==> src/rtl/uart_rx.sv <==
// uart_rx: 8N1-style serial receiver.
// The line is sampled at OVERSAMPLE ticks per bit. The start bit is
// confirmed at mid-bit, and data bits are shifted in LSB first. Each
// correctly framed byte is presented on q_out with a one-clock valid
// strobe. A stop bit that samples low gives a one-clock frame_err
// strobe instead, and q_out keeps its old value.
module uart_rx #(
    parameter int OVERSAMPLE = 16,
    parameter int DATA_BITS  = 8
) (
    input  logic                 clk,
    input  logic                 rst,
    input  logic                 clk_en,
    input  logic                 s_in,
    output logic [DATA_BITS-1:0] q_out,
    output logic                 valid,
    output logic                 busy,
    output logic                 frame_err
);

    localparam int TICK_W = $clog2(OVERSAMPLE);
    localparam int BIT_W  = $clog2(DATA_BITS + 1);

    localparam logic [TICK_W-1:0] HALF_LAST = TICK_W'(OVERSAMPLE / 2 - 1);
    localparam logic [TICK_W-1:0] FULL_LAST = TICK_W'(OVERSAMPLE - 1);
    localparam logic [BIT_W-1:0]  LAST_BIT  = BIT_W'(DATA_BITS - 1);

    typedef enum logic [1:0] {
        IDLE,
        START,
        DATA,
        STOP
    } state_t;

    state_t               state_q, state_d;
    logic [TICK_W-1:0]    tick_q, tick_d;
    logic [BIT_W-1:0]     bit_q, bit_d;
    logic [DATA_BITS-1:0] shift_q, shift_d;
    logic                 sync_meta, sync_line;
    logic                 prev_q;
    logic                 stop_tick, good_stop, bad_stop;

    // Two-flop synchronizer. It resets to the idle-high line level so that
    // leaving reset never looks like a falling edge.
    always_ff @(posedge clk) begin
        if (rst) begin
            sync_meta <= 1'b1;
            sync_line <= 1'b1;
        end else begin
            sync_meta <= s_in;
            sync_line <= sync_meta;
        end
    end

    // State, counters, the shift register and the registered strobes. The
    // strobes self-clear every clock, even when clk_en is low.
    always_ff @(posedge clk) begin
        if (rst) begin
            state_q   <= IDLE;
            tick_q    <= '0;
            bit_q     <= '0;
            shift_q   <= '0;
            prev_q    <= 1'b1;
            q_out     <= '0;
            valid     <= 1'b0;
            frame_err <= 1'b0;
        end else begin
            state_q   <= state_d;
            tick_q    <= tick_d;
            bit_q     <= bit_d;
            shift_q   <= shift_d;
            valid     <= good_stop;
            frame_err <= bad_stop;
            if (clk_en) begin
                prev_q <= sync_line;
            end
            if (good_stop) begin
                q_out <= shift_q;
            end
        end
    end

    // Next-state and counter logic. Nothing advances without a sample tick.
    always_comb begin
        state_d = state_q;
        tick_d  = tick_q;
        bit_d   = bit_q;
        shift_d = shift_q;
        if (clk_en) begin
            case (state_q)
                IDLE: begin
                    if (prev_q && !sync_line) begin
                        state_d = START;
                        tick_d  = '0;
                    end
                end
                START: begin
                    if (tick_q == HALF_LAST) begin
                        if (!sync_line) begin
                            state_d = DATA;
                            tick_d  = '0;
                            bit_d   = '0;
                        end else begin
                            state_d = IDLE;
                            tick_d  = '0;
                        end
                    end else begin
                        tick_d = tick_q + 1'b1;
                    end
                end
                DATA: begin
                    if (tick_q == FULL_LAST) begin
                        shift_d = {sync_line, shift_q[DATA_BITS-1:1]};
                        tick_d  = '0;
                        if (bit_q == LAST_BIT) begin
                            state_d = STOP;
                            bit_d   = '0;
                        end else begin
                            bit_d = bit_q + 1'b1;
                        end
                    end else begin
                        tick_d = tick_q + 1'b1;
                    end
                end
                STOP: begin
                    if (tick_q == FULL_LAST) begin
                        state_d = IDLE;
                        tick_d  = '0;
                    end else begin
                        tick_d = tick_q + 1'b1;
                    end
                end
                default: begin
                    state_d = IDLE;
                    tick_d  = '0;
                end
            endcase
        end
    end

    // Output decode: busy follows the state, and the mid-stop-bit sample
    // decides which strobe fires on the next clock.
    always_comb begin
        busy      = (state_q != IDLE);
        stop_tick = clk_en && (state_q == STOP) && (tick_q == FULL_LAST);
        good_stop = stop_tick && sync_line;
        bad_stop  = stop_tick && !sync_line;
    end

endmodule

==> config.mk <==
export PLATFORM = sky130hd
export DESIGN_NAME = uart_rx
export DESIGN_NICKNAME = d
export VERILOG_FILES = /design/src/rtl/uart_rx.sv
export SDC_FILE = /design/constraint.sdc
export NUM_CORES = 1
export LEC_CHECK = 0
export ABC_AREA = 0
export CAP_MARGIN = 5
export CORE_MARGIN = 5
export CORE_UTILIZATION = 36
export CTS_CLUSTER_DIAMETER = 50
export DETAILED_ROUTE_END_ITERATION = 10
export GPL_TIMING_DRIVEN = 1
export MAX_ROUTING_LAYER = met4
export SLEW_MARGIN = 20
export SYNTH_ARGS = -nofsm -noshare
export SYNTH_HDL_FRONTEND = slang
export SYNTH_SLANG_ARGS = --single-unit
==> constraint.sdc <==
create_clock -name clk -period 1.8 [get_ports clk]
set_clock_uncertainty 0.1 [all_clocks]
set_input_delay 0.18 -clock clk [delete_from_list [all_inputs] [get_ports clk]]
set_output_delay 0.18 -clock clk [all_outputs]
set_load 0.005 [all_outputs]
# Word-level counts from Yosys, hierarchy flattened
# Cells that the tools add are included.
[word_totals] reg_bits=31 input_bits=4 output_inout_bits=11 wordCells=54
[classes] n_addsub=2 eq_ne=12 mux=16 n_reduce_logical=14
[op_table] cell="$mux 4" count=7
[op_table] cell="$mux 2" count=6
[op_table] cell="$ne 2x2->1 const B" count=6
[op_table] cell="$pmux 4 s3" count=1
[op_table] cell="$add 4x1->4 const B" count=2
[op_table] cell="$eq 4x3->1 const B" count=2
[op_table] cell="$pmux 2 s4" count=1
[op_table] cell="$pmux 4 s2" count=1
[op_table] cell="$reduce_and 6->1" count=1
[op_table] cell="$logic_and 1x1->1" count=5
[op_table] cell="$reduce_and 5->1" count=1
[op_table] cell="$eq 2x2->1 const B" count=2
[op_table] cell="$eq 4x4->1 const B" count=1
[op_table] cell="$reduce_bool 2->1" count=2
[op_table] cell="$reduce_and 3->1" count=1
[op_table] cell="$eq 2x1->1 const B" count=1
[op_table] cell="$logic_not 2->1" count=1
[op_table] cell="$reduce_and 2->1" count=1
[op_table] cell="$reduce_or 2->1" count=1
[op_table] cell="$logic_not 1->1" count=1

# Depth between registers and ports, before layout
[logic_depth] ltp_word=4 mapped_depth=6 depth_no_buf=5

# Worst setup path after synthesis
# No wires, ideal clock.
[synth_path] path_type="reg-to-reg" startpoint="register tick_q[0]" endpoint="register q_out[0]" setup_ns=0.128 t_arrival_ns=1.383 t_required_ns=1.572 setup_slack_ns=0.189 path_stages_with_launch=6 n_path_buf=0 period_less_slack_ns=1.611 cell_sequence="dfxtp_1 -> ha_1 -> nand3_2 -> nor3_4 -> mux2i_1 -> nor2_1"
[synth_via] elab_chain_len=3
[synth_rtl] item="start: declaration" line="36" text="logic [TICK_W-1:0] tick_q, tick_d;"
[synth_rtl] item="start signal: assignment" line="69" text="tick_q <= tick_d;"
[synth_rtl] item="$eq 4x4->1" line="145" text="stop_tick = clk_en && (state_q == STOP) && (tick_q == FULL_LAST);"
[synth_rtl] item="$logic_and 1x1->1" line="145"
[synth_rtl] item="$logic_and 1x1->1" line="146" text="good_stop = stop_tick && sync_line;"
[synth_rtl] item="end signal: assignment" line="78" text="q_out <= shift_q;"
[synth_rtl] item="end: declaration" line="15" text="output logic [DATA_BITS-1:0] q_out,"
# Every way passes these cells.
# A chain may end at the register's enable or synchronous reset.

# Final worst setup path
[layout_path] startpoint="register tick_q[0]" endpoint="register shift_q[2]"
[layout_via] elab_chain_len=2
[layout_rtl] item="$eq 4x4->1" line="112" text="if (tick_q == FULL_LAST) begin"
[layout_rtl] item="$reduce_and 3->1 (no line)"
[layout_rtl] item="end signal: assignment" line="71" text="shift_q <= shift_d;"
[layout_rtl] item="end: declaration" line="38" text="logic [DATA_BITS-1:0] shift_q, shift_d;"
# Every way passes these cells.

==> impl_metrics.env <==
export IMPL_min_to="sync_meta"
export IMPL_numCtsBuffers=5
export IMPL_die_w_um=69.7
export IMPL_max_freq_ghz=0.587
export IMPL_syn_inst=133
export IMPL_core_um2=3390
export IMPL_die_area_um2=4860
export IMPL_syn_avg_cell_area_um2=9.64
export IMPL_critical_path_class="register to register"
export IMPL_drcViolationCount=0
export IMPL_timing_worst_slew_pin_value_ps=374
export IMPL_synth_fp_nets=139
export IMPL_crit_chain="ha_2 -> nand3_2 -> nor3_1 -> buf_4 -> mux2i_1 -> nor2_1"
export IMPL_cap_violations=0
export IMPL_min_delay_start="s_in"
export IMPL_htreeDepth=2
export IMPL_cp_start_kind="register"
export IMPL_drive_above_1_share_pct=14.0
export IMPL_synth_seq_area_share_pct=48.4
export IMPL_grt_pass1_vias=1022
export IMPL_portBuffers=14
export IMPL_comb_power_share_pct=4.2
export IMPL_p_leak_nw=0.538
export IMPL_sw_frac_of_total_pct=23.2
export IMPL_wl_per_cell_um=12.6
export IMPL_drtIter0Drc=75
export IMPL_crit_path_end_kind="register"
export IMPL_cts_path_max_buffers=2
export IMPL_syn_to_final_growth_pct=23.3
export IMPL_path_max_fanout=9
export IMPL_ant_nets=0
export IMPL_hp_class="input port to register"
export IMPL_root_buffer="clkbuf_4"
export IMPL_n_fill_cell=324
export IMPL_synth_async_sr_flop_share_pct=0
export IMPL_grt_setup_unrepaired="no"
export IMPL_fin_crit_ps=1700
export IMPL_max_slew_margin_pct=75.0
export IMPL_power_density_nw_per_um2=713
export IMPL_antenna_found_initial=0
export IMPL_crit_family="simple AND/OR/NAND/NOR gates"
export IMPL_holdPathStages=2
export IMPL_initial_core_util_pct=37.8
export IMPL_max_stage_delay_ps=390
export IMPL_grt_overflow=0
export IMPL_synth_area_um2=1280
export IMPL_dpl_cell_count=195
export IMPL_place_congestion=0.818
export IMPL_synth_edf_count=0
export IMPL_via_count=1006
export IMPL_clock_sinks=31
export IMPL_reg2reg_to="shift_q[2]"
export IMPL_ys_ff_latch=31
export IMPL_yosysMostFrequentCell="dfxtp_1"
export IMPL_layoutNonFillerInstCount=203
export IMPL_dp_hpwl_mm=1.84
export IMPL_r2r_start="tick_q[0]"
export IMPL_switching_power_mw=0.262
export IMPL_clock_latency_ps=320
export IMPL_viasPerCell=4.96
export IMPL_vdd_ir_drop_max_mv=0.377
export IMPL_grt_max_degree=17
export IMPL_setup_tns_ps=0
export IMPL_r2r_cells=6
export IMPL_cts_tree="built"
export IMPL_yosysTopAreaCell="dfxtp_1"
export IMPL_clk_pin_slew_ps=100
export IMPL_dr_pass1_iters=4
export IMPL_num_antenna_cells=0
export IMPL_pwr_share_clk_pct=34.1
export IMPL_internal_power_mw=0.866
export IMPL_power_frac_seq_pct=61.8
export IMPL_finalSetupViolCount=0
export IMPL_finalWirelength_mm=2.56
export IMPL_floorplan_rows=21
export IMPL_slew_violations=0
export IMPL_netlist_cell_type_count=36
export IMPL_chipHeight_um=69.7
export IMPL_synth_area_top_cells="dfxtp_1 (48%), mux2i_1 (13%), nor2_1 (5.9%), nand2_1 (2.6%), nor2b_1 (2.4%)"
export IMPL_top_level_ports=15
export IMPL_ys_flop_type="dfxtp_1"
export IMPL_final_core_util_pct=46.7
export IMPL_critical_path_buf_inv_count=1
export IMPL_grt_usage_pct=12.0
export IMPL_outcome="completed"
export IMPL_hold_viol=0
export IMPL_synth_warning_count=0
export IMPL_grt_first_pass_wirelength_mm=4.53
export IMPL_yosys_area_top_type_share_pct=48.4
export IMPL_post_route_period_util_pct=94.6
export IMPL_worstPathRequired_ps=1920
export IMPL_synth_commonest_cells="dfxtp_1 (31), nor2_1 (20), mux2i_1 (17)"
export IMPL_critPathSlowestCell="dfxtp_1"
export IMPL_arrival_ps=1830
export IMPL_fin_nets=162
export IMPL_r2r_slack_ps=100
-- cells in the final DEF (no fill, tap or decap), drive strengths merged --
cell type       n
a31oi           2
a22oi           1
nor3            2
or2             3
nand4b          2
nor2b           5
a211oi          1
inv             1
nor2           20
clkinv          1
a32oi           1
nand4           1
nand3b          2
o211ai          1
dfxtp          31
o21ai           3
mux2i          17
a2bb2oi         1
nor3b           1
nand3           5
a21oi           5
xnor2           1
and2            2
and3            1
nand2b          2
a221oi          1
clkbuf          7
clkdlybuf4s50  14
ha              2
buf             7
nor4            3
nand2           9
o221a           1
o22ai           1
-- area by class of cell --
class | count | area, µm² | area share, %
inverters | 1 | 3.75 | 0.237
multi-input cells | 96 | 642 | 40.6
repair buffers | 21 | 205 | 13.0
flip-flops and latches | 31 | 623 | 39.4
well taps | 46 | 57.6 | 3.64
clock inverters | 1 | 5.00 | 0.316
clock buffers | 7 | 45.0 | 2.85
-- worst max path at each step --
stage	startpoint	end	cells after the start
6_report	tick_q[0]	shift_q[2]	6
5_1_grt	tick_q[0]	shift_q[5]	6
4_1_cts	register	busy	2
3_5_place_dp	clk_en	shift_q[2]	6
3_3_place_gp	clk_en	shift_q[6]	6
2_1_floorplan	tick_q[0]	q_out[0]	5
-- layer usage --
layer  wire (µm)  vias to the layer above  global-route usage, %
li1            -                      520                      -
met1        1220                      465                   13.3
met2        1180                       17                   18.4
met3         122                        4                   3.91
met4          34                        0                   7.66
met5           0                        -                      -
-- through the flow --
step / power, mW / hold slack [ps] / instance area (µm²) / setup slack, ps
finish: 1.13 / 314 / 1580 / 97.1
global placement: 0.756 / 299 / 1520 / 109
CTS: 1.14 / 297 / 1580 / 6.30
detailed placement: 0.758 / 300 / 1520 / 63.4
floorplan: 0.735 / 184 / 1280 / 189
global route: 1.19 / 289 / 1580 / 10.6
-- registers in the layout, summed over array words and instances, names as in the netlist, named ones only --
name / cells
tick_q: 4
frame_err: 1
sync_line: 1
q_out: 8
bit_q: 4
sync_meta: 1
shift_q: 8
state_q: 1
prev_q: 1
valid: 1
-- kinds of logic after synthesis --
group	Yosys count	share of synthesized area, %
xor+xnor	1	1.27
fa+ha+maj	2	1.95
buf+inv	6	1.95
flops	31	48.4
compound gates	18	9.27
mux	17	13.3
simple gates	58	23.9
-- power by group through the flow --
stage	sequential, mW	clock [mW]	combinational [mW]
floorplan	0.710	0	0.0246
global placement	0.712	0	0.0447
detailed placement	0.712	0	0.0459
CTS	0.696	0.400	0.0462
global route	0.698	0.440	0.0513
finish	0.696	0.384	0.0470
-- timing repair --
action,4_1_cts,5_1_grt
hold buffers,0,0
setup buffers,0,0
gates resized for setup,2,3
endpoints found under the setup margin,1,8
(Power assumes the default switching activity.)
